**src/rtl/divider_pkg.sv**
```systemverilog
`default_nettype none
// ============================================================================
// Module   : divider_pkg
// Brief    : Shared widths, opcode encodings, FSM states and helpers for the
//            RV32M iterative divider.
// Revision : 1.0 - initial release
// ============================================================================
package divider_pkg;

   localparam int DATA_WIDTH = 32;
   localparam int CNT_W      = $clog2(DATA_WIDTH);

   // funct3[1:0] of the M-extension divide group
   localparam logic [1:0] DIV_OP_DIV  = 2'b00;
   localparam logic [1:0] DIV_OP_DIVU = 2'b01;
   localparam logic [1:0] DIV_OP_REM  = 2'b10;
   localparam logic [1:0] DIV_OP_REMU = 2'b11;

   typedef enum logic [1:0] {
      IDLE = 2'd0,
      CALC = 2'd1,
      DONE = 2'd2
   } div_state_t;

   function automatic logic [DATA_WIDTH-1:0] cond_negate(
      input logic [DATA_WIDTH-1:0] x,
      input logic                  neg
   );
      return neg ? -x : x;
   endfunction

endpackage
`default_nettype wire

```
**src/rtl/divider_core.sv**
```systemverilog
`default_nettype none
// ============================================================================
// Module   : divider_core
// Brief    : Unsigned radix-2 restoring division engine, one quotient bit per
//            step. Exposes the next-step values so the caller can capture the
//            final result on the last step without an extra cycle.
// Revision : 1.0 - initial release
// ============================================================================
module divider_core
   import divider_pkg::*;
(
   input  logic                  clk,
   input  logic                  rst,
   input  logic                  load,
   input  logic                  step,
   input  logic [DATA_WIDTH-1:0] dividend,
   input  logic [DATA_WIDTH-1:0] divisor,
   output logic [DATA_WIDTH-1:0] quo_next,
   output logic [DATA_WIDTH-1:0] rem_next,
   output logic                  last
);

   logic [DATA_WIDTH-1:0] r_rem;
   logic [DATA_WIDTH-1:0] r_quo;
   logic [DATA_WIDTH-1:0] r_dvs;
   logic [CNT_W-1:0]      r_cnt;

   logic [DATA_WIDTH:0]   w_shift;
   logic [DATA_WIDTH:0]   w_trial;

   // R < divisor always holds, so the W+1 bit trial difference never wraps
   // and its MSB is a valid sign bit.
   always_comb begin
      w_shift  = {r_rem, r_quo[DATA_WIDTH-1]};
      w_trial  = w_shift - {1'b0, r_dvs};
      rem_next = w_shift[DATA_WIDTH-1:0];
      quo_next = {r_quo[DATA_WIDTH-2:0], 1'b0};
      if (!w_trial[DATA_WIDTH]) begin
         rem_next = w_trial[DATA_WIDTH-1:0];
         quo_next = {r_quo[DATA_WIDTH-2:0], 1'b1};
      end
   end

   assign last = (r_cnt == '0);

   always_ff @(posedge clk) begin
      if (rst) begin
         r_rem <= '0;
         r_quo <= '0;
         r_dvs <= '0;
         r_cnt <= '0;
      end else if (load) begin
         r_quo <= dividend;
         r_rem <= '0;
         r_dvs <= divisor;
         r_cnt <= CNT_W'(DATA_WIDTH - 1);
      end else if (step) begin
         r_quo <= quo_next;
         r_rem <= rem_next;
         r_cnt <= r_cnt - CNT_W'(1);
      end
   end

endmodule
`default_nettype wire

```
**src/rtl/divider.sv**
```systemverilog
`default_nettype none
// ============================================================================
// Module   : divider
// Brief    : RV32M DIV/DIVU/REM/REMU unit with the multiplier's req/stall
//            handshake. Optional early-out build: DIVIDER_FAST_PATH_EN.
// Revision : 1.0 - initial release
// ============================================================================
module divider
   import divider_pkg::*;
(
   input  logic                  clk,
   input  logic                  rst,
   input  logic                  req,
   input  logic [1:0]            opcode,
   input  logic [DATA_WIDTH-1:0] a,
   input  logic [DATA_WIDTH-1:0] b,
   output logic [DATA_WIDTH-1:0] o,
   output logic                  stall
);

   div_state_t            r_state;
   logic                  r_sign_a;
   logic                  r_sign_b;
   logic                  r_rem_sel;
   logic                  r_b_zero;

   logic                  w_busy;
   logic                  w_done;
   logic                  w_new_req;
   logic                  w_sign_a;
   logic                  w_sign_b;
   logic                  w_b_zero;
   logic                  w_fast;
   logic [DATA_WIDTH-1:0] w_abs_a;
   logic [DATA_WIDTH-1:0] w_abs_b;
   logic [DATA_WIDTH-1:0] w_quo_next;
   logic [DATA_WIDTH-1:0] w_rem_next;
   logic                  w_last;
   logic [DATA_WIDTH-1:0] w_quo_fix;
   logic [DATA_WIDTH-1:0] w_rem_fix;

   assign w_busy    = (r_state != IDLE);
   assign w_done    = (r_state == DONE);
   assign w_new_req = req & ~w_busy;
   assign stall     = w_new_req | (w_busy & ~w_done);

   // Signs only matter for DIV/REM (opcode[0] clear).
   assign w_sign_a = ~opcode[0] & a[DATA_WIDTH-1];
   assign w_sign_b = ~opcode[0] & b[DATA_WIDTH-1];
   assign w_abs_a  = cond_negate(a, w_sign_a);
   assign w_abs_b  = cond_negate(b, w_sign_b);
   assign w_b_zero = (b == '0);

`ifdef DIVIDER_FAST_PATH_EN
   assign w_fast = w_b_zero | (w_abs_a < w_abs_b);
`else
   assign w_fast = 1'b0;
`endif

   divider_core u_core (
      .clk      (clk),
      .rst      (rst),
      .load     (w_new_req),
      .step     (r_state == CALC),
      .dividend (w_abs_a),
      .divisor  (w_abs_b),
      .quo_next (w_quo_next),
      .rem_next (w_rem_next),
      .last     (w_last)
   );

   // A zero divisor leaves the all-ones quotient un-negated; the overflow
   // case needs no special handling since -0x80000000 wraps to itself.
   assign w_quo_fix = cond_negate(w_quo_next, (r_sign_a ^ r_sign_b) & ~r_b_zero);
   assign w_rem_fix = cond_negate(w_rem_next, r_sign_a);

   always_ff @(posedge clk) begin
      if (rst) begin
         r_state   <= IDLE;
         o         <= '0;
         r_sign_a  <= 1'b0;
         r_sign_b  <= 1'b0;
         r_rem_sel <= 1'b0;
         r_b_zero  <= 1'b0;
      end else begin
         case (r_state)
            IDLE: begin
               if (w_new_req) begin
                  r_sign_a  <= w_sign_a;
                  r_sign_b  <= w_sign_b;
                  r_rem_sel <= opcode[1];
                  r_b_zero  <= w_b_zero;
                  if (w_fast) begin
                     o       <= opcode[1] ? a : (w_b_zero ? '1 : '0);
                     r_state <= DONE;
                  end else begin
                     r_state <= CALC;
                  end
               end
            end
            CALC: begin
               if (w_last) begin
                  o       <= r_rem_sel ? w_rem_fix : w_quo_fix;
                  r_state <= DONE;
               end
            end
            DONE:    r_state <= IDLE;
            default: r_state <= IDLE;
         endcase
      end
   end

endmodule
`default_nettype wire
```
**config.mk**
```make
export PLATFORM = sky130hd
export DESIGN_NAME = divider
export DESIGN_NICKNAME = d
export VERILOG_FILES = /design/src/rtl/divider_pkg.sv /design/src/rtl/divider_core.sv /design/src/rtl/divider.sv
export SDC_FILE = /design/constraint.sdc
export NUM_CORES = 1
export LEC_CHECK = 0
export CAP_MARGIN = 10
export CORE_MARGIN = 2
export CORE_UTILIZATION = 54
export DETAILED_ROUTE_END_ITERATION = 8
export PLACE_DENSITY = 0.79
export SYNTH_ARGS = -nofsm -noshare
export SYNTH_HDL_FRONTEND = slang
export SYNTH_SLANG_ARGS = --single-unit
```
**constraint.sdc**
```tcl
create_clock -name clk -period 4.6 [get_ports clk]
set_input_delay 0.92 -clock clk [delete_from_list [all_inputs] [get_ports clk]]
set_output_delay 0.92 -clock clk [all_outputs]
set_load 0.1 [all_outputs]
```
==> results.sh <==
export IMPL_status="finished clean"
export IMPL_dp_hpwl_um=25650
export IMPL_vias=11360
export IMPL_worst_pin_slew_ns=0.9854
export IMPL_ys_warn_count=0
export IMPL_dieWidth_um=147.2
export IMPL_cpMostUsedCell="inv_1"
export IMPL_maxSlewViolCount=0
export IMPL_fin_crit_sh_pct=94.84
export IMPL_period_needed_ns=4.363
export IMPL_grt_pass1_vias=10330
export IMPL_drc_errors=0
export IMPL_clkTransAtPathRegs_ns=0.06
export IMPL_cpPeakStageDelay_ns=0.44
export IMPL_regArea_mm2=0.002783
export IMPL_hold_violations=0
export IMPL_worst_setup_path_type="reg2reg"
export IMPL_synthCells=1453
export IMPL_ant_nets=0
export IMPL_grt_use_total_pct=31.23
export IMPL_crit_path_cell_trace="inv_1, ha_1, inv_1, fa_1, nand3_2, a21oi_2, o211ai_1, a21oi_2, nor3_4, nor2_8, inv_4, ha_1, nor2b_2, inv_1, or2_2, nor3_4, nand2_2, nor4_4, a21oi_1, xor2_1, o221ai_1, a221oi_1"
export IMPL_drt_first_iter_violations=1224
export IMPL_synth_edf_count=0
export IMPL_powerDensity_mw_per_mm2=423.7
export IMPL_grt_first_pass_wirelength_um=54450
export IMPL_grt_max_degree=69
export IMPL_layout_nets=1615
export IMPL_worstPathRequired_ns=4.94
export IMPL_finalWirelength_um=34430
export IMPL_vias_per_cell=6.348
export IMPL_dr_pass1_iters=6
export IMPL_synth_distinct_cells=100
export IMPL_synth_nets=1561
export IMPL_post_cts_setup_buffers=0
export IMPL_core_mm2=0.02017
export IMPL_dieArea_mm2=0.02166
export IMPL_syn2layout_area_growth_pct=15.49
export IMPL_setup_viol=0
export IMPL_skew_ns=0.01324
export IMPL_crit_fanout=4
export IMPL_syn_area_mm2=0.01107
export IMPL_die_h_um=147.2
export IMPL_synth_area_per_cell_um2=7.617
export IMPL_min_path_type="reg2reg"
export IMPL_ys_seq_elements=139
export IMPL_fin_util_pct=63.37
export IMPL_clockRootBuffer="clkbuf_16"
export IMPL_n_fill_cell=1799
export IMPL_row_count=52
export IMPL_maxCapViolCount=0
export IMPL_clk_path_buf_depth=2
export IMPL_numCtsBuffers=17
export IMPL_arrival_ns=4.70
export IMPL_antenna_found_initial=0
export IMPL_cp_slowest_cell="fa_1"
export IMPL_relSlewSlack_pct=34.10
export IMPL_cts_tree="yes"
export IMPL_ys_seq_area_share_pct=25.14
export IMPL_irDropWorstVdd_mv=0.2936
export IMPL_port_buffers=101
export IMPL_fin_hold_ws_ns=0.4595
export IMPL_io_pins=102
export IMPL_overflow=0
export IMPL_clk_latency_ns=0.44
export IMPL_async_flop_share_pct=0
export IMPL_antenna_cells=0
export IMPL_p_leak_uw=0.004694
export IMPL_htreeDepth=4
export IMPL_cts_sinks=139
export IMPL_placed_cell_area_mm2=0.01215
export IMPL_tns_ns=0
export IMPL_drive_gt1_share_pct=8.816
export IMPL_multi_input_area_mm2=0.007647
export IMPL_initial_utilization_pct=54.88
export IMPL_ys_flop_type="dfxtp_1"
export IMPL_final_cell_area_mm2=0.01278
export IMPL_post_drt_wl_per_cell_um=19.23
export IMPL_crit_path_start_kind="flop"
export IMPL_max_freq_mhz=229.2
export IMPL_crit_path_end_kind="flop"
export IMPL_gp_congestion=0.9622
path summary, 6_finish.rpt:
kind	slack (ns)	end	cells after the start	startpoint
setup / recovery	0.24	o[28]	22	u_core.r_quo[31]
hold / removal	0.46	o[13]	2	o[13]
setup reg to reg	0.24	o[28]	22	u_core.r_quo[31]
hold reg to reg	0.46	o[13]	2	o[13]
critical path, delay by kind of cell (launching register included):
kind	cells	cell delay (ns)
xor gates and xnor gates	1	0.17
and+or+nand+nor	8	1.61
DFF	1	0.35
buffers and inverters	4	0.29
adders and majority gates	3	0.79
AOI/OAI and AO/OA	6	1.05
layer usage:
| layer | share of wire, % | wire (um) | track usage (%) | up-vias |
|---|---|---|---|---|
| met4 | 4.0 | 1386 | 12.88 | 0 |
| li1 | - | - | - | 5405 |
| met5 | 0 | 0 | 0 | - |
| met2 | 44 | 15030 | 47.85 | 617 |
| met1 | 43 | 14970 | 43.97 | 5233 |
| met3 | 8.8 | 3037 | 4.689 | 108 |
metrics by stage:
step	setup slack (ns)	cells	total power [uW]
finish	0.2374	1790	5416
global route	-0.02761	1790	5665
CTS	0.1158	1790	5327
detailed placement	0.2135	1758	3894
global placement	0.1859	1758	3864
floorplan	0.2200	1453	3292
layout by cell type (no fill, tap or decap), drive strengths merged, types with 36 or more instances in the layout:
cell,Yosys,routed
nor3,39,39
nor2,169,169
dfxtp,139,139
o21ai,76,76
clkdlybuf4s50,0,99
xor2,69,69
inv,58,60
a211oi,70,70
a21oi,147,147
ha,38,38
xnor2,59,59
a22oi,36,36
nand2,148,148
cells by family after synthesis:
family,after synthesis,share of synthesized area (%)
buffers and inverters,148,6.127
AND/OR/NAND/NOR,495,21.37
AO/OA/AOI/OAI,470,29.48
XOR/XNOR,128,10.13
multiplexers,34,3.278
flip-flops,139,25.14
adder cells (fa/ha/maj),39,4.477
synth_stat cells, types with 6 or more instances:
library cell	count	area, um2
a31oi_1	11	68.82
nor2_1	167	626.9
o21ai_0	61	305.3
or2_2	7	43.79
dfxtp_1	139	2783
a21oi_1	138	690.7
buf_6	10	112.6
o31ai_1	18	135.1
inv_1	57	214.0
buf_4	6	45.04
nor4_1	20	125.1
a21oi_2	8	70.07
o41ai_1	11	96.34
a21o_1	11	82.58
nor2b_1	10	62.56
or4_1	6	45.04
a22oi_1	36	270.3
o21a_1	6	45.04
mux2i_1	24	240.2
ha_1	38	475.5
nand2b_1	11	68.82
and3_1	7	43.79
buf_2	10	50.05
or3_1	21	131.4
o211ai_1	9	67.56
o21ai_1	15	75.07
a211oi_1	67	503.0
xnor2_1	59	516.8
mux2_2	7	78.83
xor2_1	69	604.3
nand2_1	146	548.0
nand3_1	13	65.06
and2_1	11	68.82
nor3_1	36	180.2
a311oi_1	7	61.31
nand4_1	12	75.07
clkbuf_1	59	221.5
what timing repair did:
| item | 4_1_cts | 5_1_grt |
|---|---|---|
| hold buffers | 0 | 0 |
| setup endpoints to repair | 0 | 8 |
| resized for setup | 0 | 9 |
| hold endpoints to repair | 0 | 0 |
sequential cells by signal (all words and copies together) (netlist names):
name / count
r_sign_a: 1
u_core.r_dvs: 32
r_state: 2
r_rem_sel: 1
r_b_zero: 1
u_core.r_rem: 32
o: 32
r_sign_b: 1
u_core.r_cnt: 5
u_core.r_quo: 32
cell type report:
| cell class | count | share of cell area [%] |
|---|---|---|
| clock inverters | 13 | 1.312 |
| clock buffers | 19 | 3.387 |
| well taps | 270 | 2.643 |
| flip-flops and latches | 139 | 21.77 |
| inverters | 58 | 1.723 |
| multi-input cells | 1166 | 59.83 |
| repair buffers | 125 | 9.338 |
where the power goes:
| part | switching (uW) | leakage (uW) | internal [uW] |
|---|---|---|---|
| clock | 583 | 0.000288 | 857 |
| combinational | 1650 | 0.00327 | 903 |
| sequential | 116 | 0.00114 | 1310 |
Power figures use the tool's default switching activity.
